===== src/rtl/uart_rx_fifo.sv =====
// rtl/uart_rx_fifo.sv - UART receiver with programmable divider, glitch filter and receive FIFO
// Optional parity checking is compiled in with UART_RX_PARITY_EN.
module uart_rx_fifo #(
  parameter int DATA_BITS  = 8,
  parameter int DIV_W      = 16,
  parameter int FIFO_DEPTH = 16,
  parameter int LVL_W      = 5
) (
  input  logic                 clk,
  input  logic                 resetn,
  input  logic [DIV_W-1:0]     cfg_divider,
`ifdef UART_RX_PARITY_EN
  input  logic [1:0]           cfg_parity,
`endif
  input  logic                 ser_rx,
  output logic                 rd_valid,
  input  logic                 rd_ready,
  output logic [DATA_BITS-1:0] rd_data,
  output logic [LVL_W-1:0]     fifo_level,
  output logic                 frame_err,
  output logic                 overrun
);

  localparam int AW = $clog2(FIFO_DEPTH);
  localparam logic [3:0] BIT_LAST = 4'(DATA_BITS - 1);
  localparam logic [DIV_W-1:0] DIV_MIN = DIV_W'(4);

  typedef enum logic [2:0] {
    IDLE,
    START,
    DATA,
`ifdef UART_RX_PARITY_EN
    PARITY,
`endif
    STOP
  } state_t;

  state_t state, state_nxt;

  logic                 rx_m, rx_s, rx_d;
  logic                 start_edge;
  logic [DIV_W-1:0]     div_q, cnt;
  logic                 cnt_wrap, cnt_mid;
  logic [DATA_BITS-1:0] shreg;
  logic [3:0]           bit_idx;
  logic                 load, cnt_clr, shift, push_req, stop_ok;

  // rx_d is one cycle behind the synchronised line and only feeds edge detection
  always_ff @(posedge clk or negedge resetn) begin
    if (!resetn) begin
      rx_m <= 1'b1;
      rx_s <= 1'b1;
      rx_d <= 1'b1;
    end else begin
      rx_m <= ser_rx;
      rx_s <= rx_m;
      rx_d <= rx_s;
    end
  end

  assign start_edge = rx_d & ~rx_s;
  assign cnt_wrap   = (cnt == div_q - DIV_W'(1));
  assign cnt_mid    = (cnt == (div_q >> 1));

`ifdef UART_RX_PARITY_EN
  logic par_en_q, par_odd_q, par_acc, par_bad_q, par_sample;

  always_ff @(posedge clk or negedge resetn) begin
    if (!resetn) begin
      par_en_q  <= 1'b0;
      par_odd_q <= 1'b0;
      par_acc   <= 1'b0;
      par_bad_q <= 1'b0;
    end else if (load) begin
      par_en_q  <= (cfg_parity == 2'b01) || (cfg_parity == 2'b10);
      par_odd_q <= (cfg_parity == 2'b10);
      par_acc   <= 1'b0;
      par_bad_q <= 1'b0;
    end else if (shift) begin
      par_acc <= par_acc ^ rx_s;
    end else if (par_sample) begin
      par_bad_q <= (par_acc ^ rx_s) != par_odd_q;
    end
  end

  assign stop_ok = rx_s & ~par_bad_q;
`else
  assign stop_ok = rx_s;
`endif

  always_ff @(posedge clk or negedge resetn) begin
    if (!resetn) state <= IDLE;
    else         state <= state_nxt;
  end

  always_comb begin
    state_nxt = state;
    load      = 1'b0;
    cnt_clr   = 1'b0;
    shift     = 1'b0;
    push_req  = 1'b0;
    frame_err = 1'b0;
`ifdef UART_RX_PARITY_EN
    par_sample = 1'b0;
`endif
    case (state)
      IDLE: begin
        if (start_edge) begin
          load      = 1'b1;
          state_nxt = START;
        end
      end
      START: begin
        // Re-check mid start bit; a high line here is a glitch, not a frame
        if (cnt_mid) begin
          if (!rx_s) begin
            cnt_clr   = 1'b1;
            state_nxt = DATA;
          end else begin
            state_nxt = IDLE;
          end
        end
      end
      DATA: begin
        if (cnt_wrap) begin
          shift = 1'b1;
          if (bit_idx == BIT_LAST) begin
`ifdef UART_RX_PARITY_EN
            state_nxt = par_en_q ? PARITY : STOP;
`else
            state_nxt = STOP;
`endif
          end
        end
      end
`ifdef UART_RX_PARITY_EN
      PARITY: begin
        if (cnt_wrap) begin
          par_sample = 1'b1;
          state_nxt  = STOP;
        end
      end
`endif
      STOP: begin
        if (cnt_wrap) begin
          state_nxt = IDLE;
          if (stop_ok) push_req  = 1'b1;
          else         frame_err = 1'b1;
        end
      end
      default: state_nxt = IDLE;
    endcase
  end

  always_ff @(posedge clk or negedge resetn) begin
    if (!resetn) begin
      div_q   <= DIV_MIN;
      cnt     <= '0;
      shreg   <= '0;
      bit_idx <= '0;
    end else begin
      if (load) begin
        div_q   <= (cfg_divider < DIV_MIN) ? DIV_MIN : cfg_divider;
        cnt     <= '0;
        bit_idx <= '0;
      end else if (cnt_clr || cnt_wrap) begin
        cnt <= '0;
      end else begin
        cnt <= cnt + DIV_W'(1);
      end
      if (shift) begin
        shreg   <= {rx_s, shreg[DATA_BITS-1:1]};
        bit_idx <= bit_idx + 4'd1;
      end
    end
  end

  logic [DATA_BITS-1:0] mem [FIFO_DEPTH];
  logic [AW:0]          wptr, rptr;
  logic                 full, pop, push;

  assign rd_valid   = (wptr != rptr);
  assign full       = (wptr[AW] != rptr[AW]) && (wptr[AW-1:0] == rptr[AW-1:0]);
  assign pop        = rd_valid & rd_ready;
  // A pop frees the slot in the same cycle, so a full FIFO can still accept
  assign push       = push_req & (~full | pop);
  assign overrun    = push_req & full & ~pop;
  assign rd_data    = rd_valid ? mem[rptr[AW-1:0]] : '0;
  assign fifo_level = LVL_W'(wptr - rptr);

  always_ff @(posedge clk or negedge resetn) begin
    if (!resetn) begin
      wptr <= '0;
      rptr <= '0;
    end else begin
      if (push) wptr <= wptr + 1'b1;
      if (pop)  rptr <= rptr + 1'b1;
    end
  end

  always_ff @(posedge clk) begin
    if (push) mem[wptr[AW-1:0]] <= shreg;
  end

endmodule

===== config.mk =====
export PLATFORM = sky130hd
export DESIGN_NAME = uart_rx_fifo
export DESIGN_NICKNAME = d
export VERILOG_FILES = /design/src/rtl/uart_rx_fifo.sv
export SDC_FILE = /design/constraint.sdc
export NUM_CORES = 1
export LEC_CHECK = 0
export BUFFER_PORTS_ARGS = -buffer_cell sky130_fd_sc_hd__buf_2
export CELL_PAD_IN_SITES_DETAIL_PLACEMENT = 1
export CELL_PAD_IN_SITES_GLOBAL_PLACEMENT = 2
export CORE_UTILIZATION = 40
export DETAILED_ROUTE_END_ITERATION = 12
export GPL_ROUTABILITY_DRIVEN = 0
export GPL_TIMING_DRIVEN = 0
export PLACE_DENSITY = 0.77
export SLEW_MARGIN = 20
export SYNTH_ARGS = -nofsm -noshare
export SYNTH_HDL_FRONTEND = slang
export SYNTH_SLANG_ARGS = --single-unit

===== constraint.sdc =====
create_clock -name clk -period 4.35 [get_ports clk]
set_input_delay 0.435 -clock clk [delete_from_list [all_inputs] [get_ports clk]]
set_output_delay 0.435 -clock clk [all_outputs]
set_load 0.1 [all_outputs]

Yosys cells after proc, flatten, opt, wreduce, memory -nomap -nowiden
Memories as Yosys holds them, arrays and structs flattened.
Index checks and enable logic that the tools add are counted.
W data, S select, Z words.
{ "totals": {"ff_bits": 60, "ram_bits": 128, "inputBits": 20, "output_inout_bits": 16, "wordCells": 73, "n_memories": 1} }
{ "op_classes": {"add_sub_neg": 6, "magnitude_cmp": 1, "eq_ne": 14, "muxes": 27, "n_bitwise": 9, "reduce_logical": 5} }
{ "mem_list": {"columns": ["name", "depth", "word_bits", "read_ports", "rd_clocked_by_memory_dff", "write_ports", "line", "source"], "rows": [
  ["mem", 16, 8, 1, 0, 1, "178", "logic [DATA_BITS-1:0] mem [FIFO_DEPTH];"]
]} }
{ "op_table": {"columns": ["cell", "n"], "rows": [
  ["$mux W16", 3],
  ["$add A16 B1 Y16 const B", 1],
  ["$eq A16 B15 Y1", 1],
  ["$eq A16 B16 Y1", 1],
  ["$lt A16 B3 Y1 const B", 1],
  ["$sub A16 B1 Y16 const B", 1],
  ["$mux W3", 5],
  ["$mux W1", 14],
  ["$pmux W3 S4", 1],
  ["$add A5 B1 Y5 const B", 2],
  ["$ne A2 B2 Y1 const B", 5],
  ["$mux W4", 2],
  ["$mux W8", 1],
  ["$eq A3 B2 Y1 const B", 2],
  ["$and A1 B1 Y1", 5],
  ["$ne A5 B5 Y1", 1],
  ["$reduce_and A5 Y1", 1],
  ["$sub A5 B5 Y5", 1],
  ["$add A4 B1 Y4 const B", 1],
  ["$eq A4 B3 Y1 const B", 1],
  ["$eq A4 B4 Y1", 1],
  ["$eq A3 B1 Y1 const B", 1],
  ["$logic_not A3 Y1", 1],
  ["$not A1 Y1", 3],
  ["6 further kinds", 6]
]} }

Logic depth before layout (Yosys ltp)
Gate-level depths: netlist of run 1.
{ "depth": {"ltp_word": 7, "mapped_depth": 13} }

Least setup slack after synthesis of run 1
No wires, ideal clock.
{ "synth_timing": {"path_kind": "flip-flop to output port", "startpoint": "reg div_q[1]", "endpoint": "out overrun", "arrival_ns": 4.645, "required_ns": 3.915, "slack_ns": -0.730, "path_stages_with_launch": 10, "path_buffers": 2, "cell_sequence": "dfrtp_1 > buf_6 > or4_4 > or4_4 > a21o_1 > a22oi_2 > nand3_2 > or4b_1 > buf_6 > nor3_1"} }
{ "synth_between": {"elab_chain_len": 6} }
{ "synth_lines": {"columns": ["item", "line", "source"], "rows": [
  ["start: declaration", "42", "logic [DIV_W-1:0] div_q, cnt;"],
  ["start signal: assignment", "163", "div_q <= (cfg_divider < DIV_MIN) ? DIV_MIN : cfg_divider;"],
  ["$sub A16 B1 Y16", "62", "assign cnt_wrap = (cnt == div_q - DIV_W'(1));"],
  ["$eq A16 B16 Y1", "62", null],
  ["$mux W1", "145", "if (cnt_wrap) begin"],
  ["$mux W1", "106", "case (state)"],
  ["$and A1 B1 Y1 (2 in series)", "187", "assign overrun = push_req & full & ~pop;"],
  ["end: declaration", "21", "output logic overrun"]
]} }
Every way passes these cells.

Worst setup path in the final report of run 1
{ "layout_timing": {"startpoint": "reg div_q[3]", "endpoint": "out frame_err"} }
{ "layout_between": {"elab_chain_len": 4} }
{ "layout_lines": {"columns": ["item", "line", "source"], "rows": [
  ["$sub A16 B1 Y16", "62", null],
  ["$eq A16 B16 Y1", "62", null],
  ["$mux W1", "145", null],
  ["$mux W1", "106", null],
  ["end: declaration", "20", "output logic frame_err,"]
]} }
Every way passes these cells.

==> results by group, run 1 <==
Critical path
  • Buf+Inv Stages, Crit Path: 3
  • R2R Setup Slk: 290 ps
  • Top delay family on crit path: simple AND/OR/NAND/NOR gates
  • Setup CP Type: flip-flop to primary output
  • Worst r2r src: div_q[3]
  • CP most frequent cell: or4_4
  • CP Cell Sequence: clkbuf_1, or4_4, or4_4, a21o_1, a22oi_2, nand3_2, or4b_1, buf_6, nor3_2, clkbuf_4
  • CP max FO: 8
  • CP Depth: 10
  • Critical Path End Type: primary output
  • Critical path arrival: 3660 ps
  • Worst reg2reg path depth: 11
  • Startpoint Class: flip-flop
  • RR Endpoint: mem[4][3]
  • CP max stage delay: 550 ps
  • Slowest stage cell, crit path: or4b_1
  • Crit path from: div_q[3]
  • CP required: 3910 ps

Timing
  • Tmin final: 4090 ps
  • Fin. max-slew vios: 0
  • Crit share post-route: 94.1%
  • F_max: 244 MHz
  • Actual slew at the worst max-slew pin: 917 ps
  • Slew Limit Headroom: 38.6%
  • # setup viols final: 0
  • Final Skew: 10.2 ps
  • Worst Slack Setup Final: 256 ps
  • Final Hold Slack: 72.3 ps
  • Fin. Hold Viols: 0

Clock network
  • Clock slew at reported path FFs: 70 ps
  • CTS Buf Count: 17
  • Clock Tree Buf Depth: 2
  • Root buf cell: clkbuf_16
  • CTS tree: yes
  • H-tree level count: 4
  • Worst-Skew Late Latency: 430 ps
  • Clock Sinks: 187

Floorplanning
  • Initial Util: 41.0%
  • Die X: 149 µm
  • Die area: 0.0222 mm²
  • IO Count: 36
  • Placeable core area: 0.0211 mm²
  • Die Ht: 149 µm
  • Num rows: 53

Synthesis
  • Post-synthesis instance area: 0.00864 mm²
  • Yosys top cell by area: edfxtp_1
  • Synth Area in Simple Gates: 12.3%
  • Flops & latches, synth: 187
  • Synth Area in Compound Gates: 3.53%
  • Area contributors post-synth: edfxtp_1 (44%), dfrtp_1 (16%), mux4_2 (10%), xnor2_1 (3.9%), nand2_1 (2.3%)
  • Synth Area in XOR/XNOR: 5.86%
  • Syn. warnings: 0
  • Area share of the largest cell type after synthesis: 44.5%
  • Post-Syn Instances: 604
  • Synth Area in Adders: 1.97%
  • Largest family of logic cells by synthesized area: simple AND/OR/NAND/NOR gates
  • Primary FF master, synth: edfxtp_1
  • Register area share after synthesis: 61.6%
  • Post-synth EDFFs: 128
  • Post-synthesis cell type count: 62
  • Syn Area/Cell: 14.3 µm²
  • Syn Nets: 637
  • Post-synthesis mux area share: 11.8%
  • Synth async-reset ratio: 31.6%

Final layout
  • Final cell count without fillers: 949
  • # nets final: 694
  • Area grow syn2layout: 14.1%
  • Filler instances: 2154
  • Register Area: 0.00533 mm²
  • Antenna diodes: 0
  • Final Instance Area: 0.00986 mm²
  • Multi-input gate area: 0.00314 mm²
  • Layout cells sized above 1: 23.0%

Global routing
  • Initial antenna violation count: 0
  • Largest net degree at the start of global routing: 60
  • First-pass GRT wire length: 32600 µm
  • Vias in the first global route: 5668
  • Grt total ovfl: 0
  • Tot GR Track Use: 19.8%

Place
  • Pre-CTS setup slack: -384 ps
  • Detailed placement HPWL: 14400 µm
  • IO buf count: 35
  • Placed Area: 0.00921 mm²
  • Dpl cells: 914

Pwr
  • Pwr Total: 6040 µW
  • Leak pwr: 0.00349 µW
  • Power Density: 612 mW/mm²
  • Maximum VDD drop: 0.266 mV

Outcome
  • Run status: finished clean

Routing
  • Final ANT Viol Nets: 0
  • Drt drc: 0
  • WL per Instance: 21.2 µm
  • Starting DRC count in detailed routing: 223
  • DRT Wirelength: 20200 µm
  • Vias/cell: 5.45
  • Total number of vias: 5175
  • Drt first pass iters: 4

Worst hold path
  • HP Class: input pin to async pin

Flow run
  • Max Cap Violations: 0
==> registers in the layout, summed over array words and instances, names as in the netlist, 2 cells and up <==
signal,cells
rptr,5
wptr,5
mem,128
state,2
bit_idx,4
div_q,16
cnt,16
shreg,8
==> cell usage after synthesis, drive strengths merged, types with 12 or more instances <==
cell type,n
nor2,30
nand4,13
xnor2,39
mux4,40
nand2,52
nand3,16
and3,13
edfxtp,128
inv,23
nor2b,15
nor3,12
clkbuf,26
dfrtp,55
ha,12
xor2,18
==> kinds of logic (layout without fill, tap and decap cells) <==
family                   count (synthesis)  count (layout)
flip-flops                             187             187
multiplexers                            51              51
AND/OR/NAND/NOR                        192             192
buffers and inverters                   60             130
adder cells (fa/ha/maj)                 13              13
XOR/XNOR                                57              57
AO/OA/AOI/OAI                           44              44
==> per-layer routing <==
| layer | track usage [%] | share of wire [%] | vias to the layer above |
|---|---|---|---|
| li1 | - | - | 2380 |
| met3 | 3.76 | 2.5 | 21 |
| met5 | 0 | 0 | - |
| met2 | 35.1 | 53 | 71 |
| met4 | 5.56 | 1.5 | 0 |
| met1 | 24.4 | 43 | 2703 |
==> per-stage QoR <==
stage          TNS, ps  util (%)
2_1_floorplan        0         -
3_3_place_gp    -28070      43.5
3_5_place_dp    -18430      43.7
4_1_cts              0      46.6
5_1_grt          -27.5      46.7
6_report             0      46.7
==> power by group <==
group          switching [µW]  internal (µW)
clock                     664            854
sequential                150           2020
combinational            1580            765
total                    2400           3640
==> what timing repair did <==
| action | CTS | global route |
|---|---|---|
| hold buffers | 0 | 0 |
| setup endpoints to repair | 106 | 128 |
| gates resized for setup | 2 | 19 |
| buffers inserted | 3 | 0 |
| pin swaps | 0 | 0 |
==> how the worst max path moves through the flow <==
stage	end	slack (ps)
after global routing	frame_err	-20
final	frame_err	260
after floorplan	overrun	120
after global placement	mem[0][3]	-1190
after detailed placement	mem[0][5]	-380
after CTS	overrun	5
==> cells in the final DEF, fill, tap and decap left out, drive strengths merged, types with 13 or more instances in the layout <==
| cell type | instances |
|---|---|
| nand2 | 52 |
| xor2 | 18 |
| clkbuf | 49 |
| and3 | 13 |
| edfxtp | 128 |
| xnor2 | 39 |
| nor2 | 30 |
| nand3 | 16 |
| inv | 26 |
| buf | 46 |
| mux4 | 40 |
| nor2b | 15 |
| nand4 | 13 |
| dfrtp | 55 |
==> cell type report <==
type | count | area share, %
inverters | 23 | 0.876
multi-input cells | 357 | 31.9
plain buffers | 37 | 1.68
clock buffers | 20 | 4.43
clock inverters | 12 | 1.41
flip-flops and latches | 187 | 54.0
well taps | 275 | 3.49
repair buffers | 38 | 2.21
Power figures use the tool's default switching activity.
==> run 2, diff against run 1 <==
--- a/config.mk
+++ b/config.mk
@@ -5,15 +5,16 @@
 export SDC_FILE = /design/constraint.sdc
 export NUM_CORES = 1
 export LEC_CHECK = 0
+export ABC_AREA = 1
 export BUFFER_PORTS_ARGS = -buffer_cell sky130_fd_sc_hd__buf_2
 export CELL_PAD_IN_SITES_DETAIL_PLACEMENT = 1
 export CELL_PAD_IN_SITES_GLOBAL_PLACEMENT = 2
-export CORE_UTILIZATION = 40
+export CORE_UTILIZATION = 36
 export DETAILED_ROUTE_END_ITERATION = 12
 export GPL_ROUTABILITY_DRIVEN = 0
 export GPL_TIMING_DRIVEN = 0
 export PLACE_DENSITY = 0.77
-export SLEW_MARGIN = 20
+export SLEW_MARGIN = 30
 export SYNTH_ARGS = -nofsm -noshare
 export SYNTH_HDL_FRONTEND = slang
 export SYNTH_SLANG_ARGS = --single-unit
==> run 2 against run 1 <==
Net effect: core utilization shrank 4.5 points; non-clock buffer count grew 1; critical path depth shrank 1; sequential cell count is the same; clock power grew 9%; register-to-register slack gained 200 ps; clock skew grew 12 ps; first-iteration DRC count grew 130%; total power grew 20%; wire length grew 26%; setup slack gained 230 ps; largest cell class unchanged.
==> results by group, run 2 <==
Outcome
  • Run status: finished clean

Timing
  • Actual slew at the worst max-slew pin: 999 ps
  • Slew Limit Headroom: 33.2%
  • # setup viols final: 0
  • Total negative slack: 0 ps
  • Tmin final: 3860 ps
  • Crit share post-route: 88.8%
  • F_max: 259 MHz
  • Final Skew: 22.4 ps
  • Fin. Hold Viols: 0
  • Fin. max-slew vios: 0
  • RSZ-0062 raised after global routing: no
  • Final Hold Slack: 102 ps

Clock network
  • Root buf cell: clkbuf_16
  • Clock slew at reported path FFs: 80 ps
  • Cts repair resizes: 0
  • Clock Tree Buf Depth: 2
  • CTS tree: yes
  • Post-CTS Setup Inserts: 0
  • Worst-Skew Late Latency: 440 ps
  • Clock Sinks: 187
  • H-tree level count: 4
  • CTS Buf Count: 17
  • Hold-fix buffers at CTS: 1

Critical path
  • CP max FO: 10
  • Critical Path End Type: flip-flop
  • Critical path arrival: 3920 ps
  • Setup CP Type: flip-flop to flip-flop
  • CP required: 4410 ps
  • Startpoint Class: flip-flop

Synthesis
  • Syn Nets: 978
  • Post-synthesis mux area share: 0%
  • Most common cell in the netlist: nand2_1
  • Area share of the largest cell type after synthesis: 42.0%
  • Synth async-reset ratio: 31.6%
  • Largest family of logic cells by synthesized area: simple AND/OR/NAND/NOR gates
  • Synth Area in Compound Gates: 8.38%
  • Post-synthesis instance area: 0.00914 mm²
  • Area contributors post-synth: edfxtp_1 (42%), dfrtp_1 (15%), nand2_1 (8.4%), nor2_1 (5.9%), o21ai_0 (4.4%)
  • Post-Syn Instances: 945
  • Primary FF master, synth: edfxtp_1
  • Synth Area in Adders: 1.86%
  • Flops & latches, synth: 187
  • Synth cell count leaders: nand2_1 (204), nor2_1 (144), edfxtp_1 (128), o21ai_0 (81), inv_1 (56)
  • Syn Area/Cell: 9.67 µm²
  • Post-synthesis cell type count: 41
  • Syn. warnings: 0
  • Post-synth EDFFs: 128
  • Yosys top cell by area: edfxtp_1
  • Register area share after synthesis: 58.3%
  • Synth Area in Simple Gates: 22.6%
  • Synth Area in XOR/XNOR: 4.22%

Pwr
  • Gate power share: 46.8%
  • Power Internal: 3650 µW
  • Sw Ratio: 49.4%
  • Power Density: 694 mW/mm²
  • Clock share of power: 22.9%
  • Maximum VDD drop: 0.694 mV
  • P_sw: 3570 µW
  • Leak pwr: 0.00421 µW
  • Seq pwr share: 30.3%

Final layout
  • Max FFs per register: 128
  • Commonest cells after routing, fill and taps aside: nand2_1 (204), nor2_1 (144), edfxtp_1 (128)
  • Most common cell after layout, fill and taps aside: nand2_1
  • Antenna diodes: 0
  • # nets final: 1034
  • Layout cells sized above 1: 12.4%
  • Filler instances: 2849
  • Area grow syn2layout: 13.7%

Place
  • IO buf count: 35
  • Detailed placement HPWL: 18500 µm

Floorplanning
  • Num rows: 57
  • Die Ht: 161 µm
  • Placeable core area: 0.0246 mm²
  • Die X: 161 µm
  • Initial Util: 37.2%
  • Die area: 0.0260 mm²
  • IO Count: 36

Global routing
  • First-pass GRT wire length: 39900 µm
  • Initial antenna violation count: 0
  • Largest net degree at the start of global routing: 39
  • Vias in the first global route: 6963
  • Grt total ovfl: 0
  • Tot GR Track Use: 20.4%

Routing
  • Vias/cell: 5.14
  • Drt drc: 0
  • Drt first pass iters: 4
  • DRT Wirelength: 25500 µm
  • Final ANT Viol Nets: 0
  • Starting DRC count in detailed routing: 503
  • WL per Instance: 19.0 µm
  • Total number of vias: 6874

Flow run
  • Max Cap Violations: 0

Worst hold path
  • HP Class: input pin to flip-flop
run 2: worst max-delay path, cell delays in order (launching register included):
cell and delay [ps]:
dfrtp_1 520, inv_1 250, clkbuf_1 490, ha_1 360
nand4_1 120, nor2_1 50, nand2_1 130, buf_1 420
nand4_2 310, nor2_1 830
run 2: worst paths after layout:
check,startpoint,endpoint,slack (ps),cells after the start
min reg2reg,rx_m,rx_s,360,0
max,rptr[1],mem[4][2],490,9
min in group asynchronous,resetn,cnt[0],440,2
max in group asynchronous,resetn,div_q[2],3360,3
max reg2reg,rptr[1],mem[4][2],490,9
min,ser_rx,rx_m,100,1
run 2: per-stage QoR:
| step | util, % | instances | instance area, µm² | setup WS [ps] | power, µW |
|---|---|---|---|---|---|
| 2_1_floorplan | - | 945 | 9150 | 758 | 4770 |
| 3_3_place_gp | 39.5 | 1304 | 9730 | 575 | 5590 |
| 3_5_place_dp | 39.6 | 1305 | 9750 | 523 | 5640 |
| 4_1_cts | 42.3 | 1338 | 10400 | 472 | 7280 |
| 5_1_grt | 42.3 | 1338 | 10400 | 345 | 7630 |
| 6_report | 42.3 | 1338 | 10400 | 488 | 7220 |
run 2: cell families after synthesis:
group                    after synthesis
buffers and inverters                106
AND/OR/NAND/NOR                      461
XOR/XNOR                              44
flip-flops                           187
adder cells (fa/ha/maj)               13
AO/OA/AOI/OAI                        134
run 2: layout make-up:
| class | count | area [µm²] | area share, % |
|---|---|---|---|
| multi-input combinational | 652 | 3390 | 32.6 |
| buffer | 39 | 181 | 1.74 |
| clock inverter | 15 | 211 | 2.03 |
| inverter | 67 | 251 | 2.42 |
| sequential | 187 | 5330 | 51.2 |
| timing repair buffer | 37 | 208 | 2.00 |
| clock buffer | 17 | 425 | 4.09 |
| tap | 324 | 405 | 3.90 |
run 2: power by group through the flow:
stage | clock network (µW) | registers, µW | logic (µW)
2_1_floorplan | 0 | 2180 | 2590
3_3_place_gp | 0 | 2230 | 3360
3_5_place_dp | 0 | 2230 | 3410
4_1_cts | 1670 | 2190 | 3420
5_1_grt | 1730 | 2210 | 3690
6_report | 1650 | 2190 | 3380
run 2: per-layer routing:
layer	track usage, %	routed length (µm)	up-vias
met5	0	0	-
met4	5.53	351	0
met3	2.47	656	23
met2	36.1	13000	115
met1	26.2	11400	3412
li1	-	-	3324
==> run 3, diff against run 2 <==
--- a/config.mk
+++ b/config.mk
@@ -13,7 +13,7 @@
 export DETAILED_ROUTE_END_ITERATION = 12
 export GPL_ROUTABILITY_DRIVEN = 0
 export GPL_TIMING_DRIVEN = 0
-export PLACE_DENSITY = 0.77
+export PLACE_DENSITY = 0.85
 export SLEW_MARGIN = 30
 export SYNTH_ARGS = -nofsm -noshare
 export SYNTH_HDL_FRONTEND = slang
==> constraint.sdc (replaced) <==
create_clock -name clk -period 4.35 [get_ports clk]
set_input_delay 0.87 -clock clk [delete_from_list [all_inputs] [get_ports clk]]
set_output_delay 0.87 -clock clk [all_outputs]
set_load 0.1 [all_outputs]
==> run 3 against run 2 <==
Net effect: fmax decreased by 6.9%; critical path type is now flip-flop to primary output; cell count about the same; sequential cell count unchanged; largest cell class unchanged; count of clock-buffer cells in the layout unchanged.
==> results by group, run 3 (synthesis results as in run 2) <==
Outcome
  • Run status: finished clean

Critical path
  • CP required: 3480 ps
  • Setup CP Type: flip-flop to primary output
  • Critical Path End Type: primary output
  • CP max FO: 10
  • Startpoint Class: flip-flop
  • Critical path arrival: 3280 ps

Floorplanning
  • Initial Util: 37.2%
  • Num rows: 57
  • Placeable core area: 0.0246 mm²
  • IO Count: 36
  • Die area: 0.0260 mm²
  • Die X: 161 µm
  • Die Ht: 161 µm

Global routing
  • Largest net degree at the start of global routing: 41
  • Tot GR Track Use: 20.8%
  • Initial antenna violation count: 0
  • First-pass GRT wire length: 40900 µm
  • Vias in the first global route: 7423
  • Grt total ovfl: 0

Pwr
  • Leak pwr: 0.00421 µW
  • P_sw: 3620 µW
  • Sw Ratio: 49.7%
  • Maximum VDD drop: 0.714 mV
  • Power Internal: 3670 µW
  • Gate power share: 46.7%
  • Power Density: 700 mW/mm²
  • Clock share of power: 23.2%
  • Seq pwr share: 30.2%

Routing
  • Drt first pass iters: 5
  • Total number of vias: 6926
  • Final ANT Viol Nets: 0
  • Drt drc: 0
  • Vias/cell: 5.18
  • WL per Instance: 19.0 µm
  • Starting DRC count in detailed routing: 460
  • DRT Wirelength: 25500 µm

Final layout
  • Final Instance Area: 0.0104 mm²
  • Final core occ: 42.3%
  • Register Area: 0.00533 mm²
  • Commonest cells after routing, fill and taps aside: nand2_1 (204), nor2_1 (143), edfxtp_1 (128)
  • Multi-input gate area: 0.00339 mm²
  • Area grow syn2layout: 13.8%
  • Most common cell after layout, fill and taps aside: nand2_1
  • Layout cells sized above 1: 12.5%
  • Max FFs per register: 128
  • Antenna diodes: 0
  • # nets final: 1033
  • Filler instances: 2808
  • Final cell count without fillers: 1337

Timing
  • RSZ-0062 raised after global routing: no
  • F_max: 241 MHz
  • Final Hold Slack: 304 ps
  • # setup viols final: 0
  • Slew Limit Headroom: 36.1%
  • Actual slew at the worst max-slew pin: 955 ps
  • Tmin final: 4150 ps
  • Fin. max-slew vios: 0
  • Crit share post-route: 95.4%
  • Total negative slack: 0 ps
  • Fin. Hold Viols: 0
  • Final Skew: 19.1 ps

Clock network
  • Hold-fix buffers at CTS: 0
  • Post-CTS Setup Inserts: 0
  • H-tree level count: 4
  • Clock Sinks: 187
  • Cts repair resizes: 0
  • Clock Tree Buf Depth: 2
  • Clock slew at reported path FFs: 90 ps
  • Worst-Skew Late Latency: 450 ps
  • CTS Buf Count: 17
  • CTS tree: yes
  • Root buf cell: clkbuf_16

Place
  • IO buf count: 35
  • Placed Area: 0.00975 mm²
  • Detailed placement HPWL: 18200 µm
  • Dpl cells: 1305

Flow run
  • Max Cap Violations: 0

Worst hold path
  • HP Class: input pin to async pin
==> run 3: cell count changes in the layout (fill, tap and decap cells not counted) <==
cell / change
buf_2: -1
clkbuf_4: +1
clkinv_8: -2
dlygate4sd3_1: -1
inv_12: +1
inv_16: +2
inv_8: -1
nor2_1: -1
nor2_2: +1
==> run 3: metal layers <==
layer | up-vias | part of all wire (%) | routed length (µm) | GRT usage [%]
li1 | 3326 | - | - | -
met1 | 3414 | 44 | 11300 | 25.9
met2 | 144 | 49 | 12600 | 36.0
met3 | 42 | 3.3 | 853 | 3.16
met4 | 0 | 3.1 | 793 | 8.40
met5 | - | 0 | 0 | 0
==> run 3: cell type report <==
type	instances	area share, %
multi-input cells	652	32.6
clock inverters	15	2.15
flip-flops and latches	187	51.2
clock buffers	17	4.09
inverters	67	2.42
repair buffers	36	1.92
well taps	324	3.90
plain buffers	39	1.74
==> run 3: through the flow <==
stage                     setup WS (ps)  power (µW)
after floorplan                     323        4770
after global placement              521        5560
after detailed placement            492        5640
after CTS                          6.55        7330
after global routing               29.9        7710
final                               200        7280
==> run 3: worst max-delay path: stages, from the launching register on <==
cell and delay [ps]:
dfrtp_1 540, clkbuf_1 430, clkbuf_1 560, nor2_1 120, o221ai_1 310, nand3_1 200
a31oi_1 220, buf_2 460
==> run 3: path summary, 6_finish.rpt <==
path / depth (start not counted) / slack (ps) / to / from
worst max-delay path: 7 / 200 / rd_data[2] / rptr[0]
worst min-delay path: 1 / 300 / div_q[0] / resetn
worst max register to register: 9 / 540 / mem[0][4] / rptr[1]
worst min register to register: 0 / 360 / rx_s / rx_m
max in group asynchronous: 2 / 3480 / div_q[2] / resetn
min in group clk: 0 / 360 / rx_s / rx_m
==> run 3: power by group through the flow <==
stage | clock, µW | sequential [µW] | combinational, µW
after floorplan | 0 | 2180 | 2590
after global placement | 0 | 2230 | 3330
after detailed placement | 0 | 2240 | 3400
after CTS | 1710 | 2200 | 3420
after global routing | 1770 | 2220 | 3720
final | 1690 | 2200 | 3400
